`config.mk`:
```
export PLATFORM = sky130hd
export DESIGN_NAME = datapath_acc_mc
export DESIGN_NICKNAME = d
export VERILOG_FILES = /design/src/rtl/datapath_acc_mc.sv
export SDC_FILE = /design/constraint.sdc
export NUM_CORES = 1
export LEC_CHECK = 0
export ABC_AREA = 1
export ABC_CLOCK_PERIOD_IN_PS = 2800
export BUFFER_PORTS_ARGS = -buffer_cell sky130_fd_sc_hd__buf_2
export CORE_MARGIN = 5
export CORE_UTILIZATION = 55
export CTS_CLUSTER_DIAMETER = 50
export DETAILED_ROUTE_END_ITERATION = 16
export PLACE_DENSITY = 0.75
export SLEW_MARGIN = 40
export SYNTH_ARGS = -nofsm -noshare
export SYNTH_HDL_FRONTEND = slang
export SYNTH_SLANG_ARGS = --single-unit
```
`constraint.sdc`:
```
create_clock -name clk -period 2.8 [get_ports clk]
set_input_delay 0.14 -clock clk [delete_from_list [all_inputs] [get_ports clk]]
set_output_delay 0.14 -clock clk [all_outputs]
set_load 0.1 [all_outputs]
```
`src/rtl/datapath_acc_mc.sv`:
```
// ---------------------------------------------------------------------------
// datapath_acc_mc
//
// Accumulator datapath with a small ALU and a multi-cycle shift-add
// multiplier. Commands are accepted on a rising edge where Start=1 and the
// unit is idle. Single-cycle commands write Acc on the accepting edge, and
// Done pulses in the following cycle. MUL commands run for exactly N edges
// with Busy high. The product is written on the last of those edges.
//
// Parameters
//   N       datapath width (>= 4)
//   ADDR_W  immediate width (<= N)
//   SEXT    1 = sign-extend the immediate, 0 = zero-extend it
//
// Ports
//   clk       clock, rising edge
//   Reset     synchronous active-high reset
//   Start     command strobe, sampled when Busy=0
//   SelA      Acc source: 00 ALU, 01 ImmExt, 10 Out_Data, 11 no load
//   SelB      ALU operand B: 0 ImmExt, 1 Out_Data
//   WrAcc     Acc write enable for the command
//   Op        ADD, SUB, AND, OR, XOR, SHL1, SRA1, MUL
//   Clear     synchronous clear of Acc and flags (ignored while Busy)
//   Out_Data  data read from memory
//   Addr      immediate operand
//   In_Data   data to memory (mirrors Acc)
//   Acc       accumulator
//   Busy      high while a MUL is running
//   Done      one-cycle completion pulse
//   Zero      set when the last Acc write was zero
//   Carry     carry (ADD) / borrow (SUB) of the last ALU arithmetic write
// ---------------------------------------------------------------------------
module datapath_acc_mc #(
  parameter int N      = 16,
  parameter int ADDR_W = 11,
  parameter int SEXT   = 1
) (
  input  logic              clk,
  input  logic              Reset,
  input  logic              Start,
  input  logic [1:0]        SelA,
  input  logic              SelB,
  input  logic              WrAcc,
  input  logic [2:0]        Op,
  input  logic              Clear,
  input  logic [N-1:0]      Out_Data,
  input  logic [ADDR_W-1:0] Addr,
  output logic [N-1:0]      In_Data,
  output logic [N-1:0]      Acc,
  output logic              Busy,
  output logic              Done,
  output logic              Zero,
  output logic              Carry
);

  localparam logic [2:0] OP_ADD  = 3'b000;
  localparam logic [2:0] OP_SUB  = 3'b001;
  localparam logic [2:0] OP_AND  = 3'b010;
  localparam logic [2:0] OP_OR   = 3'b011;
  localparam logic [2:0] OP_XOR  = 3'b100;
  localparam logic [2:0] OP_SHL1 = 3'b101;
  localparam logic [2:0] OP_SRA1 = 3'b110;
  localparam logic [2:0] OP_MUL  = 3'b111;

  localparam int          CW   = $clog2(N);
  localparam logic [CW-1:0] LAST = CW'(N - 1);

  typedef enum logic {IDLE, MUL} state_t;

  state_t          state_q, state_d;
  logic [N-1:0]    acc_q, acc_d;
  logic            zero_q, zero_d;
  logic            carry_q, carry_d;
  logic            done_q, done_d;
  logic [N-1:0]    mcand_q, mcand_d;
  logic [N-1:0]    mplier_q, mplier_d;
  logic [N-1:0]    prod_q, prod_d;
  logic [CW-1:0]   cnt_q, cnt_d;

  logic [N-1:0]    imm_ext;
  logic [N-1:0]    b_op;
  logic [N:0]      add_full;
  logic [N:0]      sub_full;
  logic [N-1:0]    alu_res;
  logic            alu_carry;
  logic [N-1:0]    prod_sum;
  logic            accept;
  logic            is_mul_cmd;
  logic [N-1:0]    src_val;

  // Immediate extension: upper bits are filled only when sign extension is
  // enabled and the immediate MSB is set. The loop also covers ADDR_W == N.
  always_comb begin
    imm_ext = '0;
    imm_ext[ADDR_W-1:0] = Addr;
    if (SEXT != 0 && Addr[ADDR_W-1]) begin
      for (int i = ADDR_W; i < N; i++) begin
        imm_ext[i] = 1'b1;
      end
    end
  end

  assign b_op = SelB ? Out_Data : imm_ext;

  // The borrow is the top bit of the widened difference (set when A < B).
  assign add_full = {1'b0, acc_q} + {1'b0, b_op};
  assign sub_full = {1'b0, acc_q} - {1'b0, b_op};

  // Single-cycle ALU. MUL is handled by the sequencer, so its slot here is
  // unused and returns zero.
  always_comb begin
    alu_res   = '0;
    alu_carry = 1'b0;
    case (Op)
      OP_ADD:  begin alu_res = add_full[N-1:0]; alu_carry = add_full[N]; end
      OP_SUB:  begin alu_res = sub_full[N-1:0]; alu_carry = sub_full[N]; end
      OP_AND:  alu_res = acc_q & b_op;
      OP_OR:   alu_res = acc_q | b_op;
      OP_XOR:  alu_res = acc_q ^ b_op;
      OP_SHL1: alu_res = {acc_q[N-2:0], 1'b0};
      OP_SRA1: alu_res = {acc_q[N-1], acc_q[N-1:1]};
      default: alu_res = '0;
    endcase
  end

  // Accumulator source mux. Code 11 means no load; the write is suppressed
  // elsewhere, so this arm is unused.
  always_comb begin
    src_val = '0;
    case (SelA)
      2'b00:   src_val = alu_res;
      2'b01:   src_val = imm_ext;
      2'b10:   src_val = Out_Data;
      default: src_val = acc_q;
    endcase
  end

  // Clear wins over Start on the same idle edge.
  assign accept     = Start && (state_q == IDLE) && !Clear;
  assign is_mul_cmd = (Op == OP_MUL) && (SelA == 2'b00) && WrAcc;

  assign prod_sum = prod_q + (mplier_q[0] ? mcand_q : '0);

  // FSM state register. It also holds every datapath flop.
  always_ff @(posedge clk) begin
    if (Reset) begin
      state_q  <= IDLE;
      acc_q    <= '0;
      zero_q   <= 1'b1;
      carry_q  <= 1'b0;
      done_q   <= 1'b0;
      mcand_q  <= '0;
      mplier_q <= '0;
      prod_q   <= '0;
      cnt_q    <= '0;
    end else begin
      state_q  <= state_d;
      acc_q    <= acc_d;
      zero_q   <= zero_d;
      carry_q  <= carry_d;
      done_q   <= done_d;
      mcand_q  <= mcand_d;
      mplier_q <= mplier_d;
      prod_q   <= prod_d;
      cnt_q    <= cnt_d;
    end
  end

  // Next-state logic. MUL lasts N edges: counts 0..N-1, and the exit
  // happens on the edge that sees the last count.
  always_comb begin
    state_d = state_q;
    case (state_q)
      IDLE: if (accept && is_mul_cmd) state_d = MUL;
      MUL:  if (cnt_q == LAST) state_d = IDLE;
      default: state_d = IDLE;
    endcase
  end

  // Datapath next values.
  // In IDLE, Clear resets Acc and flags to their reset values, and an
  // accepted command either writes Acc directly or latches the MUL operands.
  // In MUL, each edge adds the shifted multiplicand when the current
  // multiplier LSB is set. The final edge writes the product.
  always_comb begin
    acc_d    = acc_q;
    zero_d   = zero_q;
    carry_d  = carry_q;
    done_d   = 1'b0;
    mcand_d  = mcand_q;
    mplier_d = mplier_q;
    prod_d   = prod_q;
    cnt_d    = cnt_q;
    case (state_q)
      IDLE: begin
        if (Clear) begin
          acc_d   = '0;
          zero_d  = 1'b1;
          carry_d = 1'b0;
        end else if (accept) begin
          if (is_mul_cmd) begin
            mcand_d  = acc_q;
            mplier_d = b_op;
            prod_d   = '0;
            cnt_d    = '0;
          end else begin
            done_d = 1'b1;
            if (WrAcc && SelA != 2'b11) begin
              acc_d  = src_val;
              zero_d = (src_val == '0);
              if (SelA == 2'b00 && (Op == OP_ADD || Op == OP_SUB)) begin
                carry_d = alu_carry;
              end
            end
          end
        end
      end
      MUL: begin
        prod_d   = prod_sum;
        mcand_d  = {mcand_q[N-2:0], 1'b0};
        mplier_d = {1'b0, mplier_q[N-1:1]};
        cnt_d    = cnt_q + CW'(1);
        if (cnt_q == LAST) begin
          acc_d  = prod_sum;
          zero_d = (prod_sum == '0);
          done_d = 1'b1;
        end
      end
      default: ;
    endcase
  end

  // FSM outputs.
  always_comb begin
    Busy = (state_q == MUL);
  end

  assign Acc     = acc_q;
  assign In_Data = acc_q;
  assign Done    = done_q;
  assign Zero    = zero_q;
  assign Carry   = carry_q;

endmodule
```
-- Word-level counts from Yosys, hierarchy flattened
Cells that the tools add are included.
- register bits: 72
- output and inout bits: 36
- word-level logic and storage cells: 102
- add/subtract/negate cells: 4
- equality and inequality tests: 19
- mux-type cells: 47
- bitwise gates (word level): 4
- reduce and logical (&&, ||, !) cells: 19
- operators with widths (kind ; count):
    two-way mux 16 bit ; 16
    one-hot mux 16 bit (2 select lines) ; 4
    one-hot mux 16 bit (7 select lines) ; 1
    one-hot mux 16 bit (3 select lines) ; 1
    zero test 16 bit ; 2
    adder 16 x 16 -> 17 bit ; 1
    subtractor 16 x 16 -> 17 bit ; 1
    adder 16 bit ; 1
    bitwise AND 16 bit ; 1
    two-way mux 1 bit ; 16
    bitwise OR 16 bit ; 1
    bitwise XOR 16 bit ; 1
    == test 3 bit (second input constant) ; 4
    two-way mux 4 bit ; 3
    != test 2 bit (second input constant) ; 5
    one-hot mux 1 bit (2 select lines) ; 4
    one-hot mux 4 bit (2 select lines) ; 1
    logical AND 1 bit ; 7
    == test 3 x 2 -> 1 bit (second input constant) ; 2
    != test 3 bit (second input constant) ; 2
    nonzero test 2 bit ; 3
    two-way mux 5 bit ; 1
    AND reduction 5 bit ; 1
    adder 4 x 1 -> 4 bit (second input constant) ; 1
    other kinds (13) ; 13

-- Depth between registers and ports, before layout
Gate-level depths: netlist of run 1.
- depth after elaboration: 11
- gate-level depth with buffers: 27
- mapped depth without buffers: 27

-- Worst setup path after synthesis of run 1
Ideal clock, no wire load.
- kind: reg2reg
- start: reg acc_q[0] (netlist: Acc[0])
- end: reg zero_q (netlist: Zero)
- arrival: 3.028 ns
- required time: 2.739 ns
- path slack: -0.289 ns
- cell stages (with the launch flop): 22
- period minus slack after synthesis: 3.089 ns
- cells stage by stage: dfxtp_1 -> inv_1 -> ha_1 -> inv_1 -> fa_1 -> nand3_1 -> nand3_1 -> a21oi_1 -> or2_2 -> nand3_1 -> nand3_1 -> nand2_1 -> nand2_1 -> nand2_1 -> nand2_1 -> nor2_1 -> nand3_1 -> nand2_1 -> nand2_1 -> nand2_1 -> nand2_1 -> nand2_1
- longest elaborated chain between the ends: 9
- elaborated cells on any way between the ends: 13
- those cells by class: 2 x add/sub; 7 x mux; 3 x bitwise; 1 x reduce/logical
- ends and longest elaborated chain (item ; line ; RTL):
    start, declared ; 71 ; logic [N-1:0] acc_q, acc_d;
    start signal, assigned ; 148 ; acc_q <= '0;
    start signal, assigned ; 158 ; acc_q <= acc_d;
    subtractor 16 x 16 -> 17 bit, or another cell as far along ; 107 ; assign sub_full = {1'b0, acc_q} - {1'b0, b_op};
    one-hot mux 16 bit (7 select lines) ; 114 ; case (Op)
    one-hot mux 16 bit (3 select lines) * ; 130 ; case (SelA)
    zero test 16 bit * ; 210 ; zero_d = (src_val == '0);
    two-way mux 1 bit * ; 208 ; if (WrAcc && SelA != 2'b11) begin
    two-way mux 1 bit * ; 201 ; if (is_mul_cmd) begin
    two-way mux 1 bit * ; 200 ; end else if (accept) begin
    two-way mux 1 bit * ; 196 ; if (Clear) begin
    one-hot mux 1 bit (2 select lines) * ; 194 ; case (state_q)
    end signal, assigned ; 159 ; zero_q <= zero_d;
    end, declared ; 72 ; logic zero_q, zero_d;
Every way passes the cells marked *; elsewhere a longest branch is shown, timed or not. The select of a mux whose other input is x is not followed.
A chain may end at the register's enable or synchronous reset.

-- Worst setup path after layout of run 1
- start: reg acc_q[0] (netlist: Acc[0])
- end: reg acc_q[2] (netlist: Acc[2])
- longest elaborated chain between the ends: 8
- elaborated cells on any way between the ends: 9
- those cells by class: 2 x add/sub; 7 x mux
- ends and longest elaborated chain (item ; line):
    subtractor 16 x 16 -> 17 bit / adder 16 x 16 -> 17 bit (equally long branches) ; 107, 106
    one-hot mux 16 bit (7 select lines) * ; 114
    one-hot mux 16 bit (3 select lines) * ; 130
    two-way mux 16 bit * ; 208
    two-way mux 16 bit * ; 201
    two-way mux 16 bit * ; 200
    two-way mux 16 bit * ; 196
    one-hot mux 16 bit (2 select lines) * ; 194
Marked as above.

==> results of run 1 <==
[critical path, stage by stage (launching register included)]
cell and delay, ps:
dfxtp_2 310, inv_1 110, ha_1 160, inv_1 70, fa_1 420, buf_4 170
or2_2 280, a21oi_1 150, nor3_1 80, nand2_1 90, nand2_1 50, o21ai_1 70
o21ai_0 120, buf_4 150, or2_2 260, a31oi_1 160
[registers in the layout, indices dropped and copies added, names as in the netlist]
name      count
Acc          16
mcand_q      16
mplier_q     16
prod_q       16
cnt_q         4
Busy          1
Carry         1
Done          1
Zero          1
[final cells by class]
| class | instances | area, sq um | share of cell area |
|---|---|---|---|
| Clock buffer | 11 | 243 | 0.0263 |
| Clock inverter | 5 | 32.5 | 0.00352 |
| Inverter | 181 | 679 | 0.0735 |
| Multi-Input combinational cell | 943 | 5260 | 0.569 |
| Sequential cell | 72 | 1470 | 0.159 |
| Tap cell | 180 | 225 | 0.0244 |
| Timing Repair Buffer | 199 | 1340 | 0.145 |
[synth_stat cells, types with 3 or more instances]
master / count / share of area
a21oi_1: 95 / 0.063
a22oi_1: 16 / 0.016
a31oi_1: 28 / 0.023
and2_1: 8 / 0.0066
buf_2: 10 / 0.0066
buf_4: 19 / 0.019
buf_6: 5 / 0.0074
clkbuf_1: 27 / 0.013
dfxtp_1: 72 / 0.19
fa_1: 3 / 0.0079
ha_1: 77 / 0.13
inv_1: 172 / 0.085
inv_2: 8 / 0.0040
nand2_1: 372 / 0.18
nand3_1: 82 / 0.054
nand3_2: 3 / 0.0040
nand3b_1: 7 / 0.0069
nand4_1: 11 / 0.0091
nor2_1: 71 / 0.035
nor3_1: 15 / 0.0099
nor3_2: 3 / 0.0040
o211ai_1: 5 / 0.0049
o21ai_0: 67 / 0.044
o21ai_1: 6 / 0.0040
o22ai_1: 27 / 0.022
o31ai_1: 3 / 0.0030
or2_2: 15 / 0.012
xnor2_1: 3 / 0.0035
xor2_1: 12 / 0.014
[where the power goes]
part           switching, mW  internal (mW)  leakage, nW  total (mW)
clock network          0.447          0.620        0.128        1.07
registers             0.0377           1.05        0.591        1.09
logic                   1.07          0.533         4.07        1.60
[worst max-delay path by stage]
stage / start / end / slack, ps / depth (start not counted)
after CTS: Acc[0] / Zero / 40 / 20
after global routing: Acc[0] / Zero / -30 / 21
after detailed placement: SelB / Zero / -200 / 24
after global placement: SelB / Zero / -160 / 24
final: Acc[0] / Acc[2] / 50 / 15
after floorplan: Acc[0] / Zero / 100 / 21
[stage by stage]
| stage | hold slack (ps) | setup slack [ps] | TNS [ps] |
|---|---|---|---|
| after CTS | 214 | 44.5 | 0 |
| after floorplan | 328 | 99.0 | 0 |
| final | 240 | 49.7 | 0 |
| after global routing | 235 | -30.2 | -32.3 |
| after detailed placement | 456 | -198 | -458 |
| after global placement | 453 | -163 | -269 |
[timing repair]
action / in CTS / in global routing
gates resized for setup: 0 / 38
buffers inserted: 0 / 5
setup endpoints to repair: 0 / 6
[logic make-up after synthesis]
kind of cell / synth area share
and+or+nand+nor: 0.333
AOI/OAI and AO/OA: 0.189
buffers and inverters: 0.137
adders and majority gates: 0.135
DFF: 0.190
xor gates and xnor gates: 0.0173
[layer usage]
metal | share of wire | vias up
met5 | 0 | -
met2 | 0.44 | 439
li1 | - | 4376
met4 | 0.039 | 0
met3 | 0.082 | 78
met1 | 0.44 | 4134
==> results.ini, run 1 <==
[outcome]
outcome = finished clean

[sta]
clock-skew-final_ps = 9.53
grt_setup_unrepaired = yes
finalCriticalPeriod_ps = 2750
timing.fmax_mhz = 364
maxSlewHeadroom = 0.455
min_period_over_period = 0.982
final-setup-viol-count = 0
worst-slew-pin-transition_ps = 812
final-max-slew-violation-count = 0
hold_violations = 0

[synth]
ys_seq_area_frac = 0.190
syn_avg_cell_area_sq_um = 6.04
postSynth.topFlopCell = dfxtp_1
synth_area_sq_um = 7600
number_of_flops_mapped_to_enable_cells_by_yosys = 0
postSynthCellCount = 1259
postSynthNetCount = 1377
async_flop_share = 0
ys_types = 42
synth_warnings = 0
number_of_register_bits_inferred_by_synthesis = 72

[layout]
layout.cells.non_filler = 1591
utilization = 0.674
antenna_cells = 0
postLayoutCellArea_sq_um = 9240
area_growth_pct = 21.6
layout.cells.most_common = nand2_1
most_used_cells_in_the_layout_excluding_fill_and_tap_cells = nand2_1 (369), inv_1 (170), buf_4 (124), a21oi_1 (91), nand3_1 (76)
count_of_fill_cells_added_during_filler_insertion = 1297
share_of_final_layout_standard_cells_stronger_than_drive_strength_1 = 0.214
final_nets = 1524

[worst_setup_path]
rrSetupSlack_ps = 50
crit_path_start_kind = flop
crit_path_max_fanout = 3
type_of_the_worst_setup_path = flop to flop
capture_point_of_the_worst_reg_to_reg_path = Acc[2]
crit-reg2reg-launch = Acc[0]
cp.required_ps = 3050
ff2ff_path_depth = 15
cp_data_arrival_time_ps = 3000
critical_path.endpoint_type = flop

[clocking]
clock_tree.root_cell = clkbuf_16
clkTransAtPathRegs_ps = 60
cts_htree_levels = 3
ctsLongestPathBuffers = 2
clock_insertion_delay_worst_skew_ps = 340
cts_hold_buffers = 0
tritoncts.num_buffers = 9
tritoncts = yes
clkSinkCount = 72

[routing]
dr_total_vias = 9027
drtAntennaViolNets = 0
drt_pass1_iterations = 5
finalWirelength_microns = 27300
routed_wire_length_per_instance_microns = 17.1
routed_via_density = 5.67
drc = 0
drtIter0Drc = 1059

[placement]
dp_hpwl_microns = 21300
numPortBuffers = 73
dpl.cell_count = 1570
placedInstanceArea_sq_um = 8780
routabilityCongestion = 1.07

[global_route]
use_met3 = 0.0418
grtUsageMet1 = 0.458
grt_pass1_wl_microns = 42200
met2_track_demand_over_resource = 0.507
global_route.overflow_total = 0
track_usage = 0.325
grt_pass1_vias = 8142
grt_start_max_net_pins = 39
gr-max-usage-layer = met2
grt_antenna_before_repair = 0

[floorplanning]
overall_die_height_microns = 128
initial_standard_cell_utilization_of_the_core = 0.554
rows = 43
num_io_pins = 74
fp.dieW_microns = 128
fp.dieArea_sq_um = 16300
core_sq_um = 13700

[min_path]
hp-start = Clear
hp-class = primary input to flop
hold_path_end = Carry
worst_hold_path.num_cells = 4

[job]
maxCapViolations = 0

[power]
power.ir.vdd_worst_mv = 0.497
cellPowerDensity_nw_per_um2 = 406
total_power_consumption_of_the_routed_design_mw = 3.76
power.leakage_nw = 4.79

(Power assumes the default switching activity.)
==> run 2, diff against run 1 <==
--- a/config.mk
+++ b/config.mk
@@ -6,13 +6,14 @@
 export NUM_CORES = 1
 export LEC_CHECK = 0
 export ABC_AREA = 1
-export ABC_CLOCK_PERIOD_IN_PS = 2800
+export ABC_CLOCK_PERIOD_IN_PS = 3200
 export BUFFER_PORTS_ARGS = -buffer_cell sky130_fd_sc_hd__buf_2
 export CORE_MARGIN = 5
 export CORE_UTILIZATION = 55
 export CTS_CLUSTER_DIAMETER = 50
 export DETAILED_ROUTE_END_ITERATION = 16
 export PLACE_DENSITY = 0.75
+export REMOVE_ABC_BUFFERS = 1
 export SLEW_MARGIN = 40
 export SYNTH_ARGS = -nofsm -noshare
 export SYNTH_HDL_FRONTEND = slang
==> constraint.sdc (replaced) <==
create_clock -name clk -period 3.2 [get_ports clk]
set_input_delay 0.16 -clock clk [delete_from_list [all_inputs] [get_ports clk]]
set_output_delay 0.16 -clock clk [all_outputs]
set_load 0.1 [all_outputs]
==> run 2 against run 1 <==
Global-route usage down 0.90 points. Register-to-register slack better by 280 ps. Fmax down 4.2%. Hold slack better by 1.4 ps. Worst setup slack better by 280 ps. Clock skew down 4.8 ps.
==> results.ini, run 2 (same netlist as run 1, synthesis figures left out) <==
[placement]
dp_hpwl_microns = 20400  ; -4.0%
numPortBuffers = 73  ; unchanged
routabilityCongestion = 0.989  ; -7.7%
dpl.cell_count = 1505  ; -4.1%
placedInstanceArea_sq_um = 8250  ; -6.1%
preCtsSetupSlack_ps = 56.3  ; +254 ps

[clocking]
ctsLongestPathBuffers = 2  ; unchanged
clock_insertion_delay_worst_skew_ps = 330  ; about the same
cts_post_setup_buffers_inserted = 0  ; unchanged
clkSinkCount = 72  ; unchanged
cts_htree_levels = 3  ; unchanged
tritoncts = yes
clkTransAtPathRegs_ps = 50  ; about the same
clock_tree.root_cell = clkbuf_16
tritoncts.num_buffers = 9  ; unchanged

[sta]
finalCriticalPeriod_ps = 2870  ; +122 ps
hold_violations = 0  ; unchanged
grt_setup_unrepaired = no
clock-skew-final_ps = 4.70  ; -4.83 ps
fin_ws_ps = 328  ; +278 ps
min_period_over_period = 0.898  ; -0.0847
timing.fmax_mhz = 348  ; -4.2%
final-setup-viol-count = 0  ; unchanged
maxSlewHeadroom = 0.490  ; +0.0345
worst-slew-pin-transition_ps = 761  ; -51.5 ps
final-max-slew-violation-count = 0  ; unchanged

[routing]
routed_via_density = 5.72  ; +0.88%
drt_pass1_iterations = 5  ; unchanged
drtAntennaViolNets = 0  ; unchanged
drc = 0  ; unchanged
routed_wire_length_per_instance_microns = 16.9  ; -1.4%
dr_total_vias = 8700  ; -3.6%
finalWirelength_microns = 25700  ; -5.8%
drtIter0Drc = 982  ; -7.3%

[layout]
antenna_cells = 0  ; unchanged
utilization = 0.622  ; -0.0518
layout.cells.non_filler = 1520  ; -4.5%
final_nets = 1454  ; -4.6%
count_of_fill_cells_added_during_filler_insertion = 1374  ; +5.9%
most_used_cells_in_the_layout_excluding_fill_and_tap_cells = nand2_1 (372), inv_1 (170), a21oi_1 (95), nand3_1 (82), ha_1 (77)
register_area_sq_um = 1440  ; -1.7%
postLayoutCellArea_sq_um = 8530  ; -7.7%
layout.cells.most_common = nand2_1
share_of_final_layout_standard_cells_stronger_than_drive_strength_1 = 0.137  ; -0.0767
multiInputGateArea_sq_um = 5120  ; -2.5%
area_growth_pct = 12.2

[power]
power.leakage_nw = 4.40  ; -8.1%
p_seq_frac = 0.305  ; +0.015
power.ir.vdd_worst_mv = 0.273  ; -45%
cellPowerDensity_nw_per_um2 = 364  ; -10%
int_pwr_mw = 1.84  ; -17%
clk_pwr_share = 0.296  ; +0.012
logic_gate_share_of_total_power = 0.399  ; -0.027
total_power_consumption_of_the_routed_design_mw = 3.10  ; -17%
switching_pwr_mw = 1.27  ; -18%
power.switching_fraction = 0.409  ; -0.00391

[global_route]
grt_start_max_net_pins = 39  ; unchanged
grt_antenna_before_repair = 0  ; unchanged
global_route.overflow_total = 0  ; unchanged
grt_pass1_vias = 8316  ; +2.1%
grt_pass1_wl_microns = 41500  ; -1.5%
track_usage = 0.316  ; -0.00903

[floorplanning]
core_sq_um = 13700  ; unchanged
initial_standard_cell_utilization_of_the_core = 0.554  ; unchanged
rows = 43  ; unchanged
fp.dieW_microns = 128  ; unchanged
num_io_pins = 74  ; unchanged
fp.dieArea_sq_um = 16300  ; unchanged
overall_die_height_microns = 128  ; unchanged

[worst_setup_path]
critical_path.endpoint_type = flop
crit_path_max_fanout = 6  ; +3
cp.required_ps = 3470  ; +420 ps
crit_path_start_kind = flop
cp_data_arrival_time_ps = 3140  ; +140 ps
type_of_the_worst_setup_path = flop to flop

[min_path]
hp-class = primary input to flop

[job]
maxCapViolations = 0  ; unchanged

[outcome]
outcome = finished clean

-- run 2: cell count changes in the layout (fill, tap and decap cells not counted), sizes merged --
cell      before  now
clkinvlp       3    1
buf          199  129
clkbuf        11   12
-- run 2: critical path, cell delays in order (launching register included) --
cell and delay, ps:
dfxtp_1 390, inv_1 120, ha_1 140, inv_1 70
fa_1 410, nand3_1 90, nand3_1 180, or2_2 330
nand3_1 90, nand4_1 90, nand2_1 70, nand3b_1 90
nor2_1 130, nand2_1 70, nor2_1 160, nand3_1 100
nand2_1 60, nand2_1 50, nand2_1 80, nand2_1 50
nand2_1 40
-- run 2: power groups by stage --
| stage | combinational [mW] | clock (mW) | sequential [mW] |
|---|---|---|---|
| 2_1_floorplan | 0.573 | 0 | 1.22 |
| 3_3_place_gp | 1.21 | 0 | 0.964 |
| 3_5_place_dp | 1.21 | 0 | 0.965 |
| 4_1_cts | 1.22 | 0.928 | 0.946 |
| 5_1_grt | 1.35 | 0.961 | 0.948 |
| 6_report | 1.24 | 0.918 | 0.947 |
-- run 2: layout make-up --
cell class                 count  share of cell area
timing repair buffer         129              0.0921
tap                          180              0.0264
inverter                     181              0.0796
clock inverter                 3             0.00205
multi-input combinational    943               0.601
sequential                    72               0.169
clock buffer                  12              0.0301
-- run 2: layer usage --
metal / wire length, microns / GRT usage / vias up
li1: - / - / 4235
met1: 11200 / 0.431 / 3930
met2: 11100 / 0.499 / 462
met3: 2440 / 0.0577 / 73
met4: 896 / 0.115 / 0
met5: 0 / 0 / -
-- run 2: metrics by stage --
stage,hold slack (ps),TNS (ps)
final,242,0
after floorplan,229,-62950
after CTS,213,0
after global routing,260,0
after detailed placement,456,0
after global placement,456,0
-- run 2: worst paths after layout --
path	slack [ps]	from	depth (start not counted)	to
max	330	Acc[0]	20	Zero
max reg2reg	330	Acc[0]	20	Zero
min	240	Clear	4	Carry
min reg2reg	470	mplier_q[2]	2	mplier_q[2]
-- run 2: what timing repair did --
item	CTS	global route
hold buffers	0	0
gates resized for setup	0	1
setup endpoints to repair	0	1
